**config.mk**
```make
export PLATFORM = sky130hd
export DESIGN_NAME = ingress_rdreq_dispatch_flat
export DESIGN_NICKNAME = d
export VERILOG_FILES = /design/src/rtl/pcie_pkg.sv /design/src/rtl/ingress_rdreq_dispatch_if.sv /design/src/rtl/ingress_rdreq_dispatch_decode.sv /design/src/rtl/ingress_rdreq_dispatch.sv /design/src/flat_wrapper.sv
export SDC_FILE = /design/constraint.sdc
export NUM_CORES = 1
export LEC_CHECK = 0
export ABC_AREA = 1
export BUFFER_PORTS_ARGS = -buffer_cell sky130_fd_sc_hd__buf_2
export CAP_MARGIN = 25
export CELL_PAD_IN_SITES_DETAIL_PLACEMENT = 1
export CELL_PAD_IN_SITES_GLOBAL_PLACEMENT = 1
export CORE_AREA = 2 2 186 188
export CTS_BUF_LIST = sky130_fd_sc_hd__clkbuf_4 sky130_fd_sc_hd__clkbuf_8
export CTS_CLUSTER_DIAMETER = 60
export DETAILED_ROUTE_END_ITERATION = 10
export DIE_AREA = 0 0 188 190
export PLACE_DENSITY = 0.53
export RECOVER_POWER = 50
export SLEW_MARGIN = 20
export SYNTH_ARGS = -nofsm -noshare
export SYNTH_HDL_FRONTEND = slang
export SYNTH_HIERARCHICAL = 1
export SYNTH_SLANG_ARGS = --single-unit
```
**constraint.sdc**
```tcl
create_clock -name clk -period 5.6 [get_ports clk]
set_input_delay 1.12 -clock clk [delete_from_list [all_inputs] [get_ports clk]]
set_output_delay 1.12 -clock clk [all_outputs]
set_load 0.05 [all_outputs]
```
**src/rtl/pcie_pkg.sv**
```systemverilog
// Shared PCIe ingress definitions.
// Contents:
//   - bus width constants;
//   - the pre-parsed TLP header record (tlp_head_t);
//   - the compact read-request record handed to register owners (rdreq_info_t);
//   - the dispatch target enum and the BAR-offset register code constants.
package pcie_pkg;

    localparam int unsigned PCIE_DATA_WIDTH = 256;
    localparam int unsigned PCIE_DATA_KW    = PCIE_DATA_WIDTH / 32;

    typedef struct packed {
        logic [9:0]  len;       // length in DW
        logic [3:0]  first_be;
        logic [3:0]  last_be;
        logic [7:0]  tag;
        logic [15:0] req_id;
        logic [2:0]  tc;
        logic [1:0]  attr;
        logic [63:0] addr;      // BAR-relative byte address
    } tlp_head_t;

    typedef struct packed {
        logic [7:0]  tag;
        logic [15:0] req_id;
        logic [2:0]  tc;
        logic [1:0]  attr;
        logic [6:0]  lower_addr;
        logic [3:0]  code;
        logic [3:0]  channel;
    } rdreq_info_t;

    typedef enum logic [1:0] {
        TGT_TX,
        TGT_RX,
        TGT_REG,
        TGT_ERR
    } rd_tgt_e;

    typedef enum logic {
        ST_IDLE,
        ST_HOLD
    } disp_state_e;

    // Register codes in the BAR offset field
    localparam logic [3:0] RD_TX_LEN   = 4'b1000;
    localparam logic [3:0] RD_TX_PTR   = 4'b1001;
    localparam logic [3:0] RD_GLB_CTRL = 4'b1010;
    localparam logic [3:0] RD_GLB_STAT = 4'b1011;
    localparam logic [3:0] RD_GLB_IRQ  = 4'b1100;
    localparam logic [3:0] RD_RX_STAT  = 4'b1101;
    localparam logic [3:0] RD_TX_STAT  = 4'b1110;
    localparam logic [3:0] RD_GLB_ID   = 4'b1111;

endpackage

```
**src/rtl/ingress_rdreq_dispatch_if.sv**
```systemverilog
// Handshake bundles around the read-request dispatcher.
//   rdreq_if    : request stream from the ingress pre-parser.
//                 master = pre-parser, slave = dispatcher.
//                 Signals: data/keep (ignored for reads), meta, valid, rdy.
//   rd_disp_if  : dispatch to register owners.
//                 master = dispatcher, slave = targets.
//                 Signals: shared rd_info, per-target valid/ready
//                 (TX/RX channels one-hot, global regs, UR error path).
interface rdreq_if;
    import pcie_pkg::*;

    logic [PCIE_DATA_WIDTH-1:0] rdreq_data;
    logic [PCIE_DATA_KW-1:0]    rdreq_keep;
    tlp_head_t                  rdreq_meta;
    logic                       rdreq_valid;
    logic                       rdreq_rdy;

    modport master (
        output rdreq_data, rdreq_keep, rdreq_meta, rdreq_valid,
        input  rdreq_rdy
    );
    modport slave (
        input  rdreq_data, rdreq_keep, rdreq_meta, rdreq_valid,
        output rdreq_rdy
    );
endinterface

interface rd_disp_if #(
    parameter int unsigned CHANNEL_NUM = 12
);
    import pcie_pkg::*;

    rdreq_info_t            rd_info;
    logic [CHANNEL_NUM-1:0] tx_rd_valid;
    logic [CHANNEL_NUM-1:0] tx_rd_ready;
    logic [CHANNEL_NUM-1:0] rx_rd_valid;
    logic [CHANNEL_NUM-1:0] rx_rd_ready;
    logic                   reg_rd_valid;
    logic                   reg_rd_ready;
    logic                   err_rd_valid;
    logic                   err_rd_ready;

    modport master (
        output rd_info, tx_rd_valid, rx_rd_valid, reg_rd_valid, err_rd_valid,
        input  tx_rd_ready, rx_rd_ready, reg_rd_ready, err_rd_ready
    );
    modport slave (
        input  rd_info, tx_rd_valid, rx_rd_valid, reg_rd_valid, err_rd_valid,
        output tx_rd_ready, rx_rd_ready, reg_rd_ready, err_rd_ready
    );
endinterface

```
**src/rtl/ingress_rdreq_dispatch_decode.sv**
```systemverilog
// Combinational BAR-offset / length decode for single-beat memory reads.
// Ports:
//   meta_i : pre-parsed TLP header.
//   tgt_o  : owner of the addressed register (TX / RX / REG / ERR).
//   chan_o : channel field of the offset.
//   code_o : register code field of the offset.
// Offset layout: {channel[3:0], code[3:0], OFS_LSB zero bits}.
module rdreq_addr_decode
    import pcie_pkg::*;
#(
    parameter int unsigned CHANNEL_NUM = 12,
    parameter int unsigned OFS_LSB     = 2
) (
    input  tlp_head_t  meta_i,
    output rd_tgt_e    tgt_o,
    output logic [3:0] chan_o,
    output logic [3:0] code_o
);

    logic ch_ok;
    logic unused_meta;

    assign code_o      = meta_i.addr[OFS_LSB +: 4];
    assign chan_o      = meta_i.addr[OFS_LSB + 4 +: 4];
    assign ch_ok       = (32'(chan_o) < CHANNEL_NUM);
    assign unused_meta = ^meta_i;

    always_comb begin
        tgt_o = TGT_ERR;
        if (meta_i.len == 10'd1 && meta_i.first_be != 4'b0000) begin
            unique case (code_o)
                RD_TX_LEN, RD_TX_PTR, RD_TX_STAT:
                    tgt_o = ch_ok ? TGT_TX : TGT_ERR;
                RD_RX_STAT:
                    tgt_o = ch_ok ? TGT_RX : TGT_ERR;
                RD_GLB_CTRL, RD_GLB_STAT, RD_GLB_IRQ, RD_GLB_ID:
                    tgt_o = TGT_REG;
                default:
                    tgt_o = TGT_ERR;
            endcase
        end
    end

endmodule

```
**src/rtl/ingress_rdreq_dispatch.sv**
```systemverilog
// Read-request dispatcher in the PCIe ingress path.
// Accepts single-beat memory-read headers, decodes the BAR offset, holds one
// request and presents it to exactly one owner (TX channel, RX channel,
// global registers or UR error path). Outstanding reads are counted from
// dispatch until the completion generator pulses cpl_done; intake stalls at
// MAX_OUTST.
// Ports:
//   clk, rst  : clock, synchronous active-low reset.
//   rdreq     : request stream (slave side).
//   disp      : dispatch bundle (master side).
//   cpl_done  : one-cycle pulse per completion sent.
//   outst_cnt : current outstanding read count.
module ingress_rdreq_dispatch
    import pcie_pkg::*;
#(
    parameter int unsigned CHANNEL_NUM = 12,
    parameter int unsigned MAX_OUTST   = 4,
    parameter int unsigned OFS_LSB     = 2
) (
    input  logic       clk,
    input  logic       rst,
    rdreq_if.slave     rdreq,
    rd_disp_if.master  disp,
    input  logic       cpl_done,
    output logic [3:0] outst_cnt
);

    disp_state_e state_q, state_d;
    rdreq_info_t info_q, info_d;
    rd_tgt_e     tgt_q, tgt_d;
    logic [3:0]  cnt_q, cnt_d;

    rd_tgt_e     dec_tgt;
    logic [3:0]  dec_chan;
    logic [3:0]  dec_code;

    logic                   rdy;
    logic                   accept;
    logic                   dispatch;
    logic                   cpl_dec;
    logic                   hold_vld;
    logic [CHANNEL_NUM-1:0] chan_onehot;
    logic [CHANNEL_NUM-1:0] tx_vld, rx_vld;
    logic                   reg_vld, err_vld;
    logic                   unused_rdreq;

    rdreq_addr_decode #(
        .CHANNEL_NUM (CHANNEL_NUM),
        .OFS_LSB     (OFS_LSB)
    ) u_dec (
        .meta_i (rdreq.rdreq_meta),
        .tgt_o  (dec_tgt),
        .chan_o (dec_chan),
        .code_o (dec_code)
    );

    // Data and keep carry nothing for reads
    assign unused_rdreq = ^{rdreq.rdreq_data, rdreq.rdreq_keep};

    assign hold_vld = (state_q == ST_HOLD);
    // Gated with rst so the pre-parser sees no ready before the first reset edge
    assign rdy      = rst && !hold_vld && (32'(cnt_q) < MAX_OUTST);
    assign accept   = rdreq.rdreq_valid && rdy;
    // Completions at zero count have nothing to retire
    assign cpl_dec  = cpl_done && (cnt_q != 4'd0);

    always_comb begin
        chan_onehot = '0;
        for (int unsigned i = 0; i < CHANNEL_NUM; i++) begin
            chan_onehot[i] = (32'(info_q.channel) == i);
        end
        tx_vld  = (hold_vld && tgt_q == TGT_TX) ? chan_onehot : '0;
        rx_vld  = (hold_vld && tgt_q == TGT_RX) ? chan_onehot : '0;
        reg_vld = hold_vld && (tgt_q == TGT_REG);
        err_vld = hold_vld && (tgt_q == TGT_ERR);
    end

    // Only the selected target's ready can complete the handshake
    assign dispatch = (|(tx_vld & disp.tx_rd_ready))
                    | (|(rx_vld & disp.rx_rd_ready))
                    | (reg_vld & disp.reg_rd_ready)
                    | (err_vld & disp.err_rd_ready);

    always_comb begin
        state_d = state_q;
        info_d  = info_q;
        tgt_d   = tgt_q;
        cnt_d   = cnt_q;

        unique case (state_q)
            ST_IDLE: begin
                if (accept) begin
                    state_d           = ST_HOLD;
                    info_d.tag        = rdreq.rdreq_meta.tag;
                    info_d.req_id     = rdreq.rdreq_meta.req_id;
                    info_d.tc         = rdreq.rdreq_meta.tc;
                    info_d.attr       = rdreq.rdreq_meta.attr;
                    info_d.lower_addr = rdreq.rdreq_meta.addr[6:0];
                    info_d.code       = dec_code;
                    info_d.channel    = dec_chan;
                    tgt_d             = dec_tgt;
                end
            end
            ST_HOLD: begin
                if (dispatch) begin
                    state_d = ST_IDLE;
                end
            end
            default: state_d = ST_IDLE;
        endcase

        // A dispatch and a completion in the same cycle cancel out
        unique case ({dispatch, cpl_dec})
            2'b10:   cnt_d = cnt_q + 4'd1;
            2'b01:   cnt_d = cnt_q - 4'd1;
            default: cnt_d = cnt_q;
        endcase
    end

    always_ff @(posedge clk) begin
        if (!rst) begin
            state_q <= ST_IDLE;
            info_q  <= '0;
            tgt_q   <= TGT_TX;
            cnt_q   <= '0;
        end else begin
            state_q <= state_d;
            info_q  <= info_d;
            tgt_q   <= tgt_d;
            cnt_q   <= cnt_d;
        end
    end

    assign rdreq.rdreq_rdy   = rdy;
    assign disp.rd_info      = info_q;
    assign disp.tx_rd_valid  = tx_vld;
    assign disp.rx_rd_valid  = rx_vld;
    assign disp.reg_rd_valid = reg_vld;
    assign disp.err_rd_valid = err_vld;
    assign outst_cnt         = cnt_q;

endmodule

```
**src/flat_wrapper.sv**
```systemverilog
// flat-port wrapper written by rule: the top's interface ports become plain ports
module ingress_rdreq_dispatch_flat import pcie_pkg::*;
#(
    parameter int unsigned CHANNEL_NUM = 12,
    parameter int unsigned MAX_OUTST   = 4,
    parameter int unsigned OFS_LSB     = 2
)
  (clk, rst, cpl_done, outst_cnt, rdreq_rdreq_data, rdreq_rdreq_keep, rdreq_rdreq_meta, rdreq_rdreq_valid, rdreq_rdreq_rdy, disp_rd_info, disp_tx_rd_valid, disp_rx_rd_valid, disp_reg_rd_valid, disp_err_rd_valid, disp_tx_rd_ready, disp_rx_rd_ready, disp_reg_rd_ready, disp_err_rd_ready);
  rdreq_if rdreq_i ();
  rd_disp_if #(.CHANNEL_NUM(CHANNEL_NUM)) disp_i ();
  input  logic clk;
  input  logic rst;
  input  logic cpl_done;
  output logic [3:0] outst_cnt;
  input wire logic [$bits(rdreq_i.rdreq_data)-1:0] rdreq_rdreq_data;
  input wire logic [$bits(rdreq_i.rdreq_keep)-1:0] rdreq_rdreq_keep;
  input wire logic [$bits(rdreq_i.rdreq_meta)-1:0] rdreq_rdreq_meta;
  input wire logic [$bits(rdreq_i.rdreq_valid)-1:0] rdreq_rdreq_valid;
  output wire logic [$bits(rdreq_i.rdreq_rdy)-1:0] rdreq_rdreq_rdy;
  output wire logic [$bits(disp_i.rd_info)-1:0] disp_rd_info;
  output wire logic [$bits(disp_i.tx_rd_valid)-1:0] disp_tx_rd_valid;
  output wire logic [$bits(disp_i.rx_rd_valid)-1:0] disp_rx_rd_valid;
  output wire logic [$bits(disp_i.reg_rd_valid)-1:0] disp_reg_rd_valid;
  output wire logic [$bits(disp_i.err_rd_valid)-1:0] disp_err_rd_valid;
  input wire logic [$bits(disp_i.tx_rd_ready)-1:0] disp_tx_rd_ready;
  input wire logic [$bits(disp_i.rx_rd_ready)-1:0] disp_rx_rd_ready;
  input wire logic [$bits(disp_i.reg_rd_ready)-1:0] disp_reg_rd_ready;
  input wire logic [$bits(disp_i.err_rd_ready)-1:0] disp_err_rd_ready;
  assign rdreq_i.rdreq_data = rdreq_rdreq_data;
  assign rdreq_i.rdreq_keep = rdreq_rdreq_keep;
  assign rdreq_i.rdreq_meta = rdreq_rdreq_meta;
  assign rdreq_i.rdreq_valid = rdreq_rdreq_valid;
  assign rdreq_rdreq_rdy = rdreq_i.rdreq_rdy;
  assign disp_rd_info = disp_i.rd_info;
  assign disp_tx_rd_valid = disp_i.tx_rd_valid;
  assign disp_rx_rd_valid = disp_i.rx_rd_valid;
  assign disp_reg_rd_valid = disp_i.reg_rd_valid;
  assign disp_err_rd_valid = disp_i.err_rd_valid;
  assign disp_i.tx_rd_ready = disp_tx_rd_ready;
  assign disp_i.rx_rd_ready = disp_rx_rd_ready;
  assign disp_i.reg_rd_ready = disp_reg_rd_ready;
  assign disp_i.err_rd_ready = disp_err_rd_ready;
  ingress_rdreq_dispatch #(.CHANNEL_NUM(CHANNEL_NUM), .MAX_OUTST(MAX_OUTST), .OFS_LSB(OFS_LSB)) u_core (.clk(clk), .rst(rst), .rdreq(rdreq_i), .disp(disp_i), .cpl_done(cpl_done), .outst_cnt(outst_cnt));
endmodule
```
Word-level counts from Yosys, hierarchy flattened
Cells that the tools add are included.

Register bits after elaboration: 51. Bits of input ports: 405. Output and inout port bits: 75. Word-level logic and storage cells: 77.

Add/subtract/negate cells: 2. Order comparisons: 2. Equality and inequality tests: 25. Multiplexer cells: 10. Bitwise logic cells: 8. Reductions and logical operators: 20.

Operators with widths (count): $eq A4 B4 Y1 const B (12); $and A12 B12 Y12 (2); $mux W12 (2); $reduce_or A12 Y1 (2); $eq A4 B3 Y1 const B (4); $eq A10 B1 Y1 const B (1); $logic_and A1 B1 Y1 (9); $eq A4 B2 Y1 const B (2); $pmux W4 S2 (1); $reduce_bool A4 Y1 (2); $eq A2 B2 Y1 const B (3); $mux W2 (3); $pmux W2 S3 (1); $add A4 B1 Y4 const B (1); $eq A2 B1 Y1 const B (2); $eq A4 B1 Y1 const B (1); $logic_not A4 Y1 (1); $lt A4 B3 Y1 const B (1); $lt A4 B4 Y1 const B (1); $reduce_or A4 Y1 (1); $sub A4 B1 Y4 const B (1); $or A1 B1 Y1 (3); $reduce_or A3 Y1 (1); $and A1 B1 Y1 (2); 7 further kinds (8).

Logic depth before layout (Yosys ltp)
Depth after elaboration: 10. Mapped depth: 17. Depth with buffers taken out: 17.

Hierarchy
Netlist, hierarchy kept.

Modules (own cells, without submodules): ingress_rdreq_dispatch (instances 1, cells an instance 358, area each 2424.8 µm², seq. area each 1021.0 µm²); rdreq_addr_decode (instances 1, cells an instance 41, area each 201.4 µm², seq. area each 0.0 µm²).

Worst setup path after synthesis
No wires, ideal clock.

Path type: flip-flop to flip-flop. From: register u_core.info_q, in the netlist u_core/disp.rd_info[0]. To: register u_core.cnt_q[3] (netlist: u_core/outst_cnt[3]). Library setup time: 0.122 ns. Arrival: 3.148 ns. Required time: 5.478 ns. Setup slack: 2.330 ns. Stages on the path, launching flop included: 18. Path buffers: 0. Period minus slack after synthesis: 3.270 ns. Cell sequence: dfxtp_1 > inv_1 > nor2_1 > nand2_1 > nor2_1 > nand2_1 > nand2_1 > nor2_1 > nand2_1 > nor4_1 > ha_1 > ha_1 > a21oi_1 > nand2_1 > a21oi_1 > o21ai_0 > o21ai_0 > a21oi_1.

Longest elaborated chain between the ends: 9. Elaborated cells between the ends (all ways): 25. Classes of those cells: eq/ne (13); mux (3); bitwise (5); reduce/logical (4).

RTL lines: from (decl) (RTL line ingress_rdreq_dispatch.sv:29) `rdreq_info_t info_q, info_d;`; from (signal assigned) (RTL line ingress_rdreq_dispatch.sv:128) `info_q <= info_d;`; $eq A4 B1 Y1 * (RTL line ingress_rdreq_dispatch.sv:70) `chan_onehot[i] = (32'(info_q.channel) == i);`; $mux W12 * (RTL line ingress_rdreq_dispatch.sv:72) `tx_vld = (hold_vld && tgt_q == TGT_TX) ? chan_onehot : '0;`; net disp_tx_rd_valid[1] (RTL line flat_wrapper.sv:21) `output wire logic [$bits(disp_i.tx_rd_valid)-1:0] disp_tx_rd_valid;`; $and A12 B12 Y12 * (RTL line ingress_rdreq_dispatch.sv:79) `assign dispatch = (|(tx_vld & disp.tx_rd_ready))`; $reduce_or A12 Y1 * (RTL line ingress_rdreq_dispatch.sv:79); $or A1 B1 Y1 * (RTL line ingress_rdreq_dispatch.sv:80) `| (|(rx_vld & disp.rx_rd_ready))`; $or A1 B1 Y1 * (RTL line ingress_rdreq_dispatch.sv:81) `| (reg_vld & disp.reg_rd_ready)`; $or A1 B1 Y1 * (RTL line ingress_rdreq_dispatch.sv:82) `| (err_vld & disp.err_rd_ready);`; $eq A2 B1 Y1 or $eq A2 B2 Y1 (tied branches) (RTL line ingress_rdreq_dispatch.sv:113) `unique case ({dispatch, cpl_dec})`; $pmux W4 S2 or $reduce_bool A2 Y1 (tied branches); to (signal assigned) (RTL line ingress_rdreq_dispatch.sv:130) `cnt_q <= cnt_d;`; to (decl) (RTL line ingress_rdreq_dispatch.sv:31) `logic [3:0] cnt_q, cnt_d;`.

The timed path passes the listed nets; every way through them passes the cells marked *. A chain may end at the register's enable or synchronous reset.

Worst setup path in the final report
From: input rst. To: output rdreq_rdreq_rdy.

Longest elaborated chain between the ends: 2.

RTL lines: from (decl) (RTL line flat_wrapper.sv:12) `input logic rst;`; $logic_and A1 B1 Y1 (2 in a row) (RTL line ingress_rdreq_dispatch.sv:62) `assign rdy = rst && !hold_vld && (32'(cnt_q) < MAX_OUTST);`; to (decl) (RTL line flat_wrapper.sv:19) `output wire logic [$bits(rdreq_i.rdreq_rdy)-1:0] rdreq_rdreq_rdy;`.

Every way passes these cells.

==> out/metrics.yaml <==
run_status:
  status: "complete, but fails checks"
  violations: "capacitance limit, slew limit"
clocking:
  cts_htree_levels: 2
  cts_resized: 0
  cts.path.max_buffers: 2
  cts_tree: "done"
  root_buffer: "clkbuf_8"
  post_cts_buffers: 0
  clk_pin_slew_ps: 110
  clock_latency_ps: 330
  ctsHoldBuffers: 0
  cts_buffers: 5
  clock_sinks: 51
yosys:
  synth_top_area_cell: "dfxtp_1"
  ys_warn_count: 6
  ys.flop_type: "dfxtp_1"
  synth_cell_types: 24
  async_flop_share_pct: 0
  yosys_register_bits: 51
  syn_inst: 399
  synth_area_per_cell_um2: 6.58
  syn_nets: 808
  ys_seq_area_share_pct: 38.9
  synth_top_area_share_pct: 38.9
  syn_area_um2: 2630
  netlist_top_cells_area: "dfxtp_1 39%, nand3_1 13%, nand2_1 11%, a21oi_1 10%, nor2_1 8.6%"
  synth_edf_count: 0
power_and_ir_drop:
  p_leak_nw: 1.53
  p_sw_share_pct: 48.4
  max-vdd-ir-drop_mv: 0.148
  intPower_mw: 0.683
  power_switching_mw: 0.639
  power_density_nw_per_um2: 337
  comb_power_share_pct: 43.6
  clockPowerShare_pct: 21.5
  p_seq_share_pct: 34.9
detailed_routing:
  drt-vias-per-instance: 3.13
  wirelength_um: 12700
  vias: 3127
  drc_errors: 0
  firstDrtPassIters: 4
  wl_met1_um: 5890
  wl_met3_um: 1240
  drt_iter0_drc: 78
  wl_met2_um: 5500
  top_layer: "met5"
  wl_per_cell_um: 12.7
  ant_nets: 0
global_routing:
  grt_pass1_vias: 3120
  grt_max_degree: 44
  grt-ovfl-total: 0
  track_usage_pct: 7.01
  antenna_found_initial: 6
  grt_pass1_wl_um: 19100
sta:
  finalSetupViolations: 0
  max_slew_margin_pct: -12.5
  fmax_mhz: 231
  fin_tns_setup_ps: 0
  hold_viol_final: 0
  worst-slew-pin-transition_ps: 1690
  fin_crit_sh_pct: 77.2
  rsz0062_at_grt: "no"
  period_minus_slack_ps: 4320
  finalMaxSlewViolations: 44
  fin_skew_ps: 11.2
layout:
  drive_gt1_share_pct: 22.7
  postLayoutCoreUtil_pct: 11.5
  nets: 946
  layout.cells.non_filler: 999
  syn_to_final_growth_pct: 49.2
  layout_commonest_cell: "buf_2"
  fin_area_um2: 3920
  fillers: 4210
  final_cell_mix: "106 x buf_2, 78 x nand2_1, 67 x nand3_1"
critical_path:
  start_kind: "input port"
  cp-end-kind: "output port"
  cp_max_fo: 43
  critPathArrivalTime_ps: 3200
  crit_required_ps: 4480
  slowest_delay_ps: 800
  cp_cell_sequence: "clkbuf_1 -> inv_1 -> nor4_4 -> buf_2"
  criticalPathCategory: "in -> out"
  slowest_stage: "inv_1"
placement:
  gp_congestion: 0.722
  port_buffers: 157
  dp.cells: 985
  placed_area_um2: 3860
  dp_hpwl_um: 9970
floorplanning:
  num_rows: 68
  dieArea_um2: 35700
  coreArea_um2: 33900
  start_util_pct: 7.74
  ios: 480
  dieHeight_um: 190
  die_w_um: 188
flow_run:
  maxCapViolCount: 1
min_path:
  hp-class: "reg -> reg"
[metal layers]
layer / global-route usage (%) / vias to the layer above
met5: 0 / -
met2: 10.8 / 115
met1: 8.97 / 1427
met3: 3.32 / 9
li1: - / 1574
met4: 1.18 / 2
[state kept, by name, indices dropped and copies added, names as in the netlist]
register	cells
u_core/outst_cnt	4
u_core/disp.rd_info	44
u_core/hold_vld	1
u_core/tgt_q	2
[kinds of logic after synthesis]
family,synth area share (%)
XOR/XNOR,0.334
flip-flops,38.9
adder cells (fa/ha/maj),2.19
AO/OA/AOI/OAI,13.1
buffers and inverters,10.2
AND/OR/NAND/NOR,35.4
[power groups by stage]
stage	clock (mW)	sequential [mW]	combinational [mW]
after floorplan	0	0.635	0.254
after global placement	0	0.468	0.597
after detailed placement	0	0.470	0.603
after CTS	0.310	0.462	0.603
after global routing	0.320	0.472	0.634
final	0.284	0.462	0.576
[final timing paths]
| check | start | endpoint | slack, ps | depth (start not counted) |
|---|---|---|---|---|
| setup / recovery | rst | rdreq_rdreq_rdy | 1280 | 4 |
| hold / removal | u_core/disp.rd_info[12] | u_core/disp.rd_info[12] | 470 | 2 |
| setup reg to reg | u_core/tgt_q[1] | u_core/outst_cnt[3] | 2300 | 16 |
| hold reg to reg | u_core/disp.rd_info[12] | u_core/disp.rd_info[12] | 470 | 2 |
[critical path, delay by kind of cell]
kind	cells	cell delay [ps]
simple gates	1	600
buf+inv	3	1470
[through the flow]
stage	setup slack [ps]	hold WS (ps)	power, mW
after floorplan	2330	477	0.889
after global placement	1900	445	1.06
after detailed placement	1920	452	1.07
after CTS	1910	470	1.38
after global routing	921	487	1.43
final	1280	471	1.32
[final cells by class]
type                    instances  area, um2  share of cell area (%)
well taps                     455        569                    14.5
clock inverters                 3       43.8                    1.12
clock buffers                   5       68.8                    1.76
multi-input cells             287       1340                    34.1
repair buffers                160        744                    19.0
diodes                          6       15.0                   0.383
inverters                      32        120                    3.07
flip-flops and latches         51       1020                    26.1
[synth_stat cells (2+ instances only)]
library cell and number:
nand2_1 77, nand3_1 67, nor2_1 60, a21oi_1 53, dfxtp_1 51, inv_1 30
clkbuf_1 14, o21ai_0 10, buf_4 8, buf_2 7, ha_1 3, nor2_2 3
o21ai_1 3, a31oi_1 2, inv_2 2
No activity file was read; power rests on OpenSTA's default activity.
